--- src/rtl/perf_monitor_if.sv ---
// perf_monitor_if: core event strobes in, counters and CPI result out.
interface perf_monitor_if #(
   parameter int CNT_W  = 32,
   parameter int FRAC_W = 8
);
   logic              instr_retire;
   logic              stall;
   logic              clear;
   logic              snapshot_req;
   logic [CNT_W-1:0]  cycle_count;
   logic [CNT_W-1:0]  instr_count;
   logic [CNT_W-1:0]  stall_count;
   logic              overflow;
   logic              busy;
   logic [CNT_W-1:0]  cpi_int;
   logic [FRAC_W-1:0] cpi_frac;
   logic              cpi_valid;
   logic              div_zero;
   modport master (
      output instr_retire, stall, clear, snapshot_req,
      input  cycle_count, instr_count, stall_count, overflow,
      input  busy, cpi_int, cpi_frac, cpi_valid, div_zero
   );
   modport slave (
      input  instr_retire, stall, clear, snapshot_req,
      output cycle_count, instr_count, stall_count, overflow,
      output busy, cpi_int, cpi_frac, cpi_valid, div_zero
   );
endinterface

--- src/rtl/perf_monitor.sv ---
// perf_monitor: saturating cycle/retire/stall counters plus a restoring-divider CPI snapshot.
module perf_monitor #(
   parameter int CNT_W  = 32,
   parameter int FRAC_W = 8
) (
   input logic           clk,
   input logic           pc_rst,
   perf_monitor_if.slave pm
);
   localparam int Q  = CNT_W + FRAC_W;
   localparam int CW = $clog2(Q);
   localparam logic [CNT_W-1:0] MAX = '1;
   typedef enum logic [1:0] {IDLE, DIV, DONE} state_t;
   state_t           state, state_nxt;
   logic             pend;
   logic             take;
   logic [CNT_W-1:0] snap_cyc, snap_ins;
   logic [CNT_W-1:0] rem, rem_nxt;
   logic [Q-1:0]     dq, dq_nxt;
   logic [CW-1:0]    cnt;
   logic [CNT_W:0]   t, diff;
   logic             ge;
   // pend marks the IDLE cycle after a capture, where the latched divisor is inspected
   assign take         = state == IDLE && !pend && pm.snapshot_req;
   assign pm.busy      = state == DIV;
   assign pm.cpi_valid = state == DONE;
   always_ff @(posedge clk or posedge pc_rst)
      if (pc_rst) begin
         pm.cycle_count <= '0;
         pm.instr_count <= '0;
         pm.stall_count <= '0;
         pm.overflow    <= 1'b0;
      end else if (pm.clear) begin
         pm.cycle_count <= '0;
         pm.instr_count <= '0;
         pm.stall_count <= '0;
         pm.overflow    <= 1'b0;
      end else begin
         pm.cycle_count <= pm.cycle_count + CNT_W'(pm.cycle_count != MAX);
         pm.instr_count <= pm.instr_count + CNT_W'(pm.instr_retire && pm.instr_count != MAX);
         pm.stall_count <= pm.stall_count + CNT_W'(pm.stall && pm.stall_count != MAX);
         pm.overflow    <= pm.overflow || pm.cycle_count == MAX ||
                           (pm.instr_retire && pm.instr_count == MAX) ||
                           (pm.stall && pm.stall_count == MAX);
      end
   // dq holds the shifting dividend and collects quotient bits from the bottom
   always_comb begin
      t       = {rem, dq[Q-1]};
      diff    = t - {1'b0, snap_ins};
      ge      = t >= {1'b0, snap_ins};
      rem_nxt = ge ? diff[CNT_W-1:0] : t[CNT_W-1:0];
      dq_nxt  = {dq[Q-2:0], ge};
   end
   always_comb begin
      state_nxt = state;
      unique case (state)
         IDLE:    state_nxt = !pend ? IDLE : (snap_ins == '0 ? DONE : DIV);
         DIV:     state_nxt = cnt == CW'(Q-1) ? DONE : DIV;
         default: state_nxt = IDLE;
      endcase
   end
   always_ff @(posedge clk or posedge pc_rst)
      if (pc_rst) begin
         state       <= IDLE;
         pend        <= 1'b0;
         snap_cyc    <= '0;
         snap_ins    <= '0;
         rem         <= '0;
         dq          <= '0;
         cnt         <= '0;
         pm.cpi_int  <= '0;
         pm.cpi_frac <= '0;
         pm.div_zero <= 1'b0;
      end else begin
         state <= state_nxt;
         pend  <= take;
         if (take) begin
            snap_cyc <= pm.cycle_count;
            snap_ins <= pm.instr_count;
         end
         if (state == IDLE && pend) begin
            rem <= '0;
            dq  <= {snap_cyc, FRAC_W'(0)};
            cnt <= '0;
            if (snap_ins == '0) begin
               pm.cpi_int  <= '1;
               pm.cpi_frac <= '1;
               pm.div_zero <= 1'b1;
            end
         end
         if (state == DIV) begin
            rem <= rem_nxt;
            dq  <= dq_nxt;
            cnt <= cnt + CW'(1);
            if (state_nxt == DONE) begin
               pm.cpi_int  <= dq_nxt[Q-1:FRAC_W];
               pm.cpi_frac <= dq_nxt[FRAC_W-1:0];
               pm.div_zero <= 1'b0;
            end
         end
      end
endmodule

--- src/flat_wrapper.sv ---
// flat-port wrapper written by rule: the top's interface ports become plain ports
module perf_monitor_flat 
#(
   parameter int CNT_W  = 32,
   parameter int FRAC_W = 8
)
  (clk, pc_rst, pm_instr_retire, pm_stall, pm_clear, pm_snapshot_req, pm_cycle_count, pm_instr_count, pm_stall_count, pm_overflow, pm_busy, pm_cpi_int, pm_cpi_frac, pm_cpi_valid, pm_div_zero);
  perf_monitor_if #(.CNT_W(CNT_W), .FRAC_W(FRAC_W)) pm_i ();
  input logic clk;
  input logic pc_rst;
  input wire logic [$bits(pm_i.instr_retire)-1:0] pm_instr_retire;
  input wire logic [$bits(pm_i.stall)-1:0] pm_stall;
  input wire logic [$bits(pm_i.clear)-1:0] pm_clear;
  input wire logic [$bits(pm_i.snapshot_req)-1:0] pm_snapshot_req;
  output wire logic [$bits(pm_i.cycle_count)-1:0] pm_cycle_count;
  output wire logic [$bits(pm_i.instr_count)-1:0] pm_instr_count;
  output wire logic [$bits(pm_i.stall_count)-1:0] pm_stall_count;
  output wire logic [$bits(pm_i.overflow)-1:0] pm_overflow;
  output wire logic [$bits(pm_i.busy)-1:0] pm_busy;
  output wire logic [$bits(pm_i.cpi_int)-1:0] pm_cpi_int;
  output wire logic [$bits(pm_i.cpi_frac)-1:0] pm_cpi_frac;
  output wire logic [$bits(pm_i.cpi_valid)-1:0] pm_cpi_valid;
  output wire logic [$bits(pm_i.div_zero)-1:0] pm_div_zero;
  assign pm_i.instr_retire = pm_instr_retire;
  assign pm_i.stall = pm_stall;
  assign pm_i.clear = pm_clear;
  assign pm_i.snapshot_req = pm_snapshot_req;
  assign pm_cycle_count = pm_i.cycle_count;
  assign pm_instr_count = pm_i.instr_count;
  assign pm_stall_count = pm_i.stall_count;
  assign pm_overflow = pm_i.overflow;
  assign pm_busy = pm_i.busy;
  assign pm_cpi_int = pm_i.cpi_int;
  assign pm_cpi_frac = pm_i.cpi_frac;
  assign pm_cpi_valid = pm_i.cpi_valid;
  assign pm_div_zero = pm_i.div_zero;
  perf_monitor #(.CNT_W(CNT_W), .FRAC_W(FRAC_W)) u_core (.clk(clk), .pc_rst(pc_rst), .pm(pm_i));
endmodule
--- config.mk ---
export PLATFORM = sky130hd
export DESIGN_NAME = perf_monitor_flat
export DESIGN_NICKNAME = d
export VERILOG_FILES = /design/src/rtl/perf_monitor_if.sv /design/src/rtl/perf_monitor.sv /design/src/flat_wrapper.sv
export SDC_FILE = /design/constraint.sdc
export NUM_CORES = 1
export LEC_CHECK = 0
export CORE_ASPECT_RATIO = 1.75
export CORE_MARGIN = 3
export CORE_UTILIZATION = 46
export DETAILED_ROUTE_END_ITERATION = 8
export MAX_ROUTING_LAYER = met4
export PLACE_DENSITY = 0.67
export SLEW_MARGIN = 30
export SYNTH_ARGS = -nofsm -noshare
export SYNTH_HDL_FRONTEND = slang
export SYNTH_SLANG_ARGS = --single-unit
--- constraint.sdc ---
create_clock -name clk -period 13.3 [get_ports clk]
set_input_delay 3.99 -clock clk [delete_from_list [all_inputs] [get_ports clk]]
set_output_delay 3.99 -clock clk [all_outputs]
set_load 0.01 [all_outputs]
==> results, run 1 <==
- The worst pin sits at a relative slew slack of 0.415.
- Across the routed clock network, the largest skew measured is about 0.0086 ns.
- The startpoint of the lowest-slack register-to-register path is u_core.pm.cycle_count[9]$_DFF_PP0_.
- The clock edge transition at the registers on the reported setup and hold paths is 0.06 ns.
- The data required time at the worst endpoint is 9.31 ns.
- The endpoint arrival time on the critical path is 2.57 ns.
- The worst setup path is captured at a primary output.
- For this run, the leading register cell type out of synthesis is dfrtp_1.
- The residual overflow from global routing is 0.
- The number of inserted filler cells in the final layout is 2650.
- The I/O pin count is 146.
- The max-capacitance violation count is 0.
- Clock tree synthesis inserted a total of 27 buffers.
- The top achievable clock speed is 152 MHz.
- Summed over all layers, the routed wires come to 36000 um.
- The complex-gate fraction of the synthesized area is 0.128.
- For this run, the post-layout net count is between 1500 and 2000.
- Dividing the final minimum period by the clock period gives 0.493.
- The time the worst path needs with I/O delays and setup is 6.56 ns.
- The initial standard-cell utilization of the core is 0.468.
- In the final layout, the share of cells above drive strength 1 is 0.0624.
- Setup violations remaining at the end of the flow were counted as 0.
- The worst hold path stage count is 1.
- The number of enable-type register cells in the synthesized netlist is 0.
- The post-route total power is 3.44 mW.
- The worst supply voltage drop on vdd is roughly 120 uV.
- The later-pin clock latency in the skew report is about 0.55 ns.
- Setup repair after global routing left no endpoint under its margin.
- Of the total synthesized cell area, the portion taken by AND, OR, NAND and NOR gates is 0.191.
- The cell area power density is 209 nW/um^2.
- The pin count of the biggest net entering global routing is 170.
- The portion of synthesized area spent on multiplexers is 0.0291.
- Summing over every cut layer, the via total after detailed routing is 11098.
- The wire length per cell after detailed routing is about 18 um.
- For this run, global-route usage on met1 was measured as 0.277.
- The residual DRC count is 0.
- In this run, post-CTS hold repair placed 0 buffers.
- The library cells used most frequently in the layout, excluding fill and tap cells, are dfrtp_1, nor2_1, nand2_1, clkdlybuf4s50_1, o21ai_0.
- The most utilized layer in the global route result is met2.
- For this run, the register share of the synthesized area comes to 0.513.
- In this run the remaining antenna-violating nets after routing total 0.
- CTS built an H-tree with a depth of 1.
- From left edge to right edge, the die measures 137 um.
- The cell count after synthesis came out at 1475.
- The setup path with the least slack is of type register to primary output.
- The run finished with clean final reports.
- Yosys attributes the largest share of cell area to dfrtp_1, nor2_1, o21ai_0.
- The pre-antenna-repair detailed-routing pass consisted of 5 iterations.
- Of all nets on the critical path, the largest fanout is 22.
- The floorplan step defined a core boundary enclosing 29500 sq um.
- The net count after synthesis is 1521.
- The endpoint of the worst hold-timing path is u_core.cnt[5]$_DFFE_PP0P_.
- The number of port buffers is 145.
- The max-slew violation count is 0.
- The fraction of post-synthesis cell area in the top cell type by area is 0.513.
- The number of antenna violations at the first check in global routing is 0.
- The number of global-route vias before repair is 11456.
- The count of state elements after synthesis is roughly 280.
- The height of the die is 235 um.
- TritonCTS built the clock tree.
- Of the total synthesized cell area, the portion taken by full adders, half adders and majority gates is 0.0368.
- The synthesized area is 13800 sq um.
- The final worst setup slack is 6.74 ns.
- Counting cells, the worst reg-to-reg path comes to 13.
- Using the TritonRoute via totals, the vias-per-cell ratio works out to 5.59.
- The violation count after the first detailed-routing iteration is roughly 610.
- Relative to the synthesized area, the layout overhead comes to 19.5%.
- After synthesis, the largest family of logic cells by area is simple AND/OR/NAND/NOR gates.
- For met2 alone, demand over resource in global routing was 0.400.
- The post-layout instance area is between 15000 and 20000 sq um.
- The total count of hold-check failures in the final report is 0.
- The sort of element at the start of the critical path is a register.
- In the global route stage, overall resource usage came out at 0.234.
- In this run, post-CTS repair resized a total of 0 instances.
- The routability-driven placement congestion ratio is 0.923.
- Of all cell types, the one taking the most synthesized area is dfrtp_1.
- The leakage power summed over all cells is 6.95 nW.
- The number of different library cells in the post-synthesis netlist is 55.
- The count of clock tree sinks is 283.
- At the pin with the least slew margin, the transition time is 0.877 ns.
- The antenna cell count is 0.
- The worst register-to-register path ends at u_core.pm.cycle_count[31]$_DFF_PP0_.
- The total half-perimeter wirelength after legalization and detailed placement is approximately 25000 um.
- Yosys printed 0 warnings.
- The met3 routing resource usage after global routing is 0.0293.
- The global-route wire length before repair is around 60000 um.
- After clock tree synthesis, the setup repair step added 0 buffers.
- The parity-gate share of the synthesized area counting xor and xnor cells is 0.0660.
- The setup check on the worst reg-to-reg path leaves a slack of 9.60 ns.
- The post-route setup TNS is 0 ns.
- The origin of the worst min-delay path is u_core.cnt[5]$_DFFE_PP0P_.
- Timing analysis after detailed placement gives a worst setup slack of 6.85 ns.
- The root buffer cell is clkbuf_16.
- The library cell used most frequently in the layout, excluding fill and tap cells, is dfrtp_1.
- The clock passes through at most 3 buffers.
- The share of synthesized flip-flops with an asynchronous set or reset is 1.00.
- The post-detailed-placement cell area is 15500 sq um.
- The per-instance average area after synthesis is about 9.4 sq um.
- The floorplan has between 80 and 90 rows.
- The path class of the lowest-slack min-delay path is register to register.
- The floorplan step defined a die boundary enclosing 32200 sq um.
## how the worst max path moves through the flow
stage,startpoint,endpoint,cells after the start
2_1_floorplan,pc_rst,u_core.cnt[0]$_DFFE_PP0P_,1
3_3_place_gp,pm_stall,u_core.pm.stall_count[28]$_DFF_PP0_,10
3_5_place_dp,pm_stall,u_core.pm.stall_count[28]$_DFF_PP0_,10
4_1_cts,u_core.state[1]$_DFF_PP0_,pm_busy,3
5_1_grt,u_core.state[1]$_DFF_PP0_,pm_busy,3
6_report,u_core.state[1]$_DFF_PP0_,pm_busy,3
## cell usage after synthesis, types with 4 or more instances
library cell    n
inv_1          45
o21ai_0       132
buf_4           5
mux2_2         33
nor3b_1         5
nand2_1       155
a32oi_1         8
o21a_1          4
nor2_1        230
nor4_1         13
a31oi_1         8
a21oi_1        61
buf_1           7
nor3_1         14
dfrtp_1       283
and4_1          6
xnor2_1        34
nor2b_1        16
nand4_1        25
nand2b_1       11
o22ai_1        32
xor2_1         70
a21o_1         11
o21ai_1        15
ha_1           39
clkbuf_1       57
nand3_1        64
or3_1          13
a211oi_1        7
and2_1          6
and3_1         22
## registers in the layout, summed over array words and instances, names as in the netlist, 2 cells and up
name and cells:
u_core.cnt 6, u_core.dq 40, u_core.pm.cpi_frac 8, u_core.pm.cpi_int 32, u_core.pm.cycle_count 32, u_core.pm.instr_count 32, u_core.pm.stall_count 32, u_core.rem 32
u_core.snap_cyc 32, u_core.snap_ins 32, u_core.state 2
## layout make-up
| type | count | area (sq um) | share of cell area |
|---|---|---|---|
| flip-flops and latches | 283 | 7080 | 0.430 |
| multi-input cells | 1071 | 6240 | 0.378 |
| repair buffers | 154 | 1560 | 0.0944 |
| clock buffers | 40 | 815 | 0.0494 |
| well taps | 382 | 478 | 0.0290 |
| inverters | 45 | 176 | 0.0107 |
| clock inverters | 10 | 141 | 0.00858 |
## metrics by stage
stage	cells	hold slack, ns	utilization
final	1985	0.492	0.559
after global routing	1985	0.515	0.559
after CTS	1984	0.491	0.558
after detailed placement	1934	0.482	0.525
after global placement	1934	0.457	0.525
after floorplan	1475	0.440	-
## cell families (layout without fill, tap and decap cells)
kind of cell / after synthesis / after routing
AO/OA/AOI/OAI: 305 / 305
flip-flops: 283 / 283
XOR/XNOR: 104 / 104
AND/OR/NAND/NOR: 586 / 586
multiplexers: 36 / 36
buffers and inverters: 121 / 249
adder cells (fa/ha/maj): 40 / 40
## critical path, stage by stage (launching register included)
cell	delay (ns)
dfrtp_1	0.41
nand2b_2	0.28
inv_1	0.64
clkdlybuf4s50_1	0.69
## routing by layer
metal | share of wire | wire length [um]
met5 | 0 | 0
met4 | 0.038 | 1380
met3 | 0.036 | 1290
met2 | 0.53 | 19000
met1 | 0.40 | 14400
## where the power goes
part	leakage [nW]	internal, mW	switching [mW]	total (mW)
clock	0.466	0.484	0.343	0.827
combinational	2.81	0.580	0.823	1.40
sequential	3.67	1.06	0.153	1.21
total	6.95	2.12	1.32	3.44
Power figures use the tool's default switching activity.
==> inputs of run 2 (changes only) <==
clock period = 6.86 ns   (was 13.3 ns; I/O delays follow)
==> run 2 against run 1 <==
Flip-flop and latch count stayed put. Clock skew is 0.017 ns higher. Register-to-register slack worse by 6.8 ns. Combinational power is 95% higher. Utilization hardly changed. Final area hardly changed. Sequential share of layout area hardly changed.
==> results, run 2 (synthesis gave the netlist of run 1 again) <==
- The worst-case headroom to the max-slew limit is 0.471 (+0.0556).
- The number of global-route vias before repair is 11551 (+0.83%).
- The number of buffers on the longest clock path was 3 (unchanged).
- The leakage power summed over all cells is 6.96 nW (+0.12%).
- The length of the first detailed-routing pass in iterations is 5 (unchanged).
- The count of clock tree sinks is 283 (unchanged).
- The post-route total power is 6.66 mW (+94%).
- The run finished with clean final reports.
- The top achievable clock speed is 204 MHz.
- The height of the die is 235 um (unchanged).
- Setup repair after global routing left no endpoint under its margin.
- The post-layout instance area is 16500 sq um (about the same).
- The wire length after detailed routing is 37000 um (+2.6%).
- The sort of element at the start of the critical path is a register.
- The number of flip-flops in the largest register is 40 (unchanged).
- The logic gate share of total power is 0.409 (about the same).
- The average vias per placed instance is 5.55 (-0.78%).
- The net count reported at finish came to 1632 (+0.25%).
- The residual DRC count is 0 (unchanged).
- The wire length per cell after detailed routing is 18.6 um (+2.4%).
- Leaving out fill and tap cells, the most frequent cell in the layout is dfrtp_1.
- The cell area power density is 404 nW/um^2 (+94%).
- The number of gates given a new drive strength after cts came to 0 (unchanged).
- The I/O pin count was 146 (unchanged).
- The number of buffers inserted by hold repair at cts is 0 (unchanged).
- The later-pin clock latency in the skew report is 0.56 ns (about the same).
- The placeable core region is 29500 sq um (unchanged).
- The part of the power in registers is 0.353 (about the same).
- The utilization after layout was 0.559 (about the same).
- The root buffer cell is clkbuf_16.
- The post-detailed-placement cell area was 15500 sq um (+0.23%).
- The die area is 32200 sq um (unchanged).
- The worst supply voltage drop on vdd is 250 uV (+100%).
- The antenna cell count is 0 (unchanged).
- The number of antenna violations at the first check in global routing is 0 (unchanged).
- The min-delay analysis places its worst path in the category register to register.
- The internal power summed over all cells came to 4.10 mW (+93%).
- The total half-perimeter wirelength after legalization and detailed placement came to 26000 um (+5.7%).
- The sequential standard cell area is 7080 sq um (unchanged).
- The initial standard-cell utilization of the core is 0.468 (unchanged).
- TritonCTS built the clock tree.
- The post-route setup TNS came to 0 ns (unchanged).
- The global-route wire length before repair is 60800 um (+2.0%).
- The layout overhead on the synthesized area is 19.4% (about the same).
- The number of port buffers was 145 (unchanged).
- The time the worst path needs with I/O delays and setup is 4.90 ns.
- The transition time at the pin with the least slew margin is 0.786 ns (-0.0907 ns).
- The maximum fanout along the worst path is 26 (+18%).
- The kind of end point of the critical path is a primary output.
- The residual overflow from global routing is 0 (unchanged).
- The clock edge transition at the registers on the reported setup and hold paths is 0.07 ns (about the same).
- The top cell types in the final layout, fill and taps aside, are dfrtp_1, nor2_1, nand2_1, clkdlybuf4s50_1, o21ai_0.
- The switching power summed over all nets came to 2.56 mW (+94%).
- Ranked by flip-flop count, first place goes to u_core.dq.
- The H-tree depth reported by CTS is 1 (unchanged).
- The clock skew is 0.0254 ns (+0.0168 ns).
- The post-route clock period utilization is 0.715.
- The via count is 11034 (-0.58%).
- The footprint of the multi-input gates is 6230 sq um (about the same).
- The count of nets left with antenna violations after detail routing is 0 (unchanged).
- The worst hold slack was 0.474 ns (-0.0178 ns).
- The number of inserted filler cells in the final layout is 2682 (+1.2%).
- The share of layout cells above drive strength 1 is 0.0660 (+0.00358).
- The post-CTS repair timing setup buffer count is 0 (unchanged).
- The total global routing track utilization is 0.241 (+0.00752).
- The total count of hold-check failures in the final report came to 0 (unchanged).
- The floorplan die width is 137 um (unchanged).
- The total of endpoints with negative setup slack in the final report is 0 (unchanged).
- The number of standard-cell rows in the floorplan is 83 (unchanged).
- The total CTS buffers was 27 (unchanged).
- The endpoint arrival time on the critical path came to 2.84 ns (+0.27 ns).
- By startpoint and endpoint, the worst setup path is classified as register to primary output.
- The violation count after the first detailed-routing iteration was 547 (-11%).
- The data required time at the worst endpoint is 4.80 ns (-4.51 ns).
- The switching portion of total power is 0.385 (+0.00138).
- The share of power burned in the clock network is 0.238 (-0.002).
- The max-slew violation count was 0 (unchanged).
- The routability-driven placement congestion ratio came to 0.918 (-0.59%).
- The max-capacitance violation count is 0 (unchanged).
- The pin count of the biggest net entering global routing was 111 (-35%).
run 2: cell count changes in the layout (fill, tap and decap cells not counted), sizes merged:
cell,before,now
clkinvlp,2,3
clkinv,2,9
bufinv,3,4
clkbuf,40,32
inv,48,47
buf,10,14
run 2: final cells by class:
type	count	share of cell area
clock buffer	32	0.0446
clock inverter	18	0.0125
tap	382	0.0290
timing repair buffer	158	0.0951
multi-input combinational	1071	0.378
sequential	283	0.430
inverter	45	0.0105
run 2: through the flow:
step	std cells	setup slack, ns
after CTS	1989	1.96
after global routing	1989	1.82
after detailed placement	1939	2.26
after global placement	1939	2.35
after floorplan	1475	1.05
final	1989	1.96
run 2: critical path, stage by stage, from the launching register on:
cell	delay [ns]
dfrtp_1	0.41
nand2b_2	0.46
inv_1	0.72
clkdlybuf4s50_1	0.69
run 2: worst paths after layout:
| path | start | to | slack, ns | depth (start not counted) |
|---|---|---|---|---|
| worst max-delay path | u_core.state[1]$_DFF_PP0_ | pm_busy | 1.96 | 3 |
| worst min-delay path | u_core.cnt[5]$_DFFE_PP0P_ | u_core.cnt[5]$_DFFE_PP0P_ | 0.47 | 1 |
| worst max register to register | u_core.snap_ins[18]$_DFFE_PP0P_ | u_core.rem[28]$_DFFE_PP0P_ | 2.78 | 13 |
| worst min register to register | u_core.cnt[5]$_DFFE_PP0P_ | u_core.cnt[5]$_DFFE_PP0P_ | 0.47 | 1 |
| max in group asynchronous | pc_rst | u_core.pm.stall_count[13]$_DFF_PP0_ | 3.66 | 4 |
| min in group asynchronous | pc_rst | u_core.pm.cpi_int[0]$_DFF_PP0_ | 2.10 | 3 |
run 2: power by group through the flow:
stage               Clock [mW]  Combinational, mW  Sequential (mW)
floorplan                    0               1.93             2.34
global placement             0               2.68             2.36
detailed placement           0               2.73             2.37
CTS                       1.62               2.74             2.35
global route              1.68               3.05             2.39
finish                    1.58               2.73             2.35
run 2: routing by layer:
| layer | track usage | part of all wire | vias up | routed length (um) |
|---|---|---|---|---|
| met3 | 0.0331 | 0.038 | 86 | 1410 |
| met2 | 0.414 | 0.53 | 229 | 19600 |
| met4 | 0.102 | 0.045 | 0 | 1670 |
| met1 | 0.281 | 0.39 | 5418 | 14300 |
| met5 | - | 0 | - | 0 |
| li1 | - | - | 5301 | - |
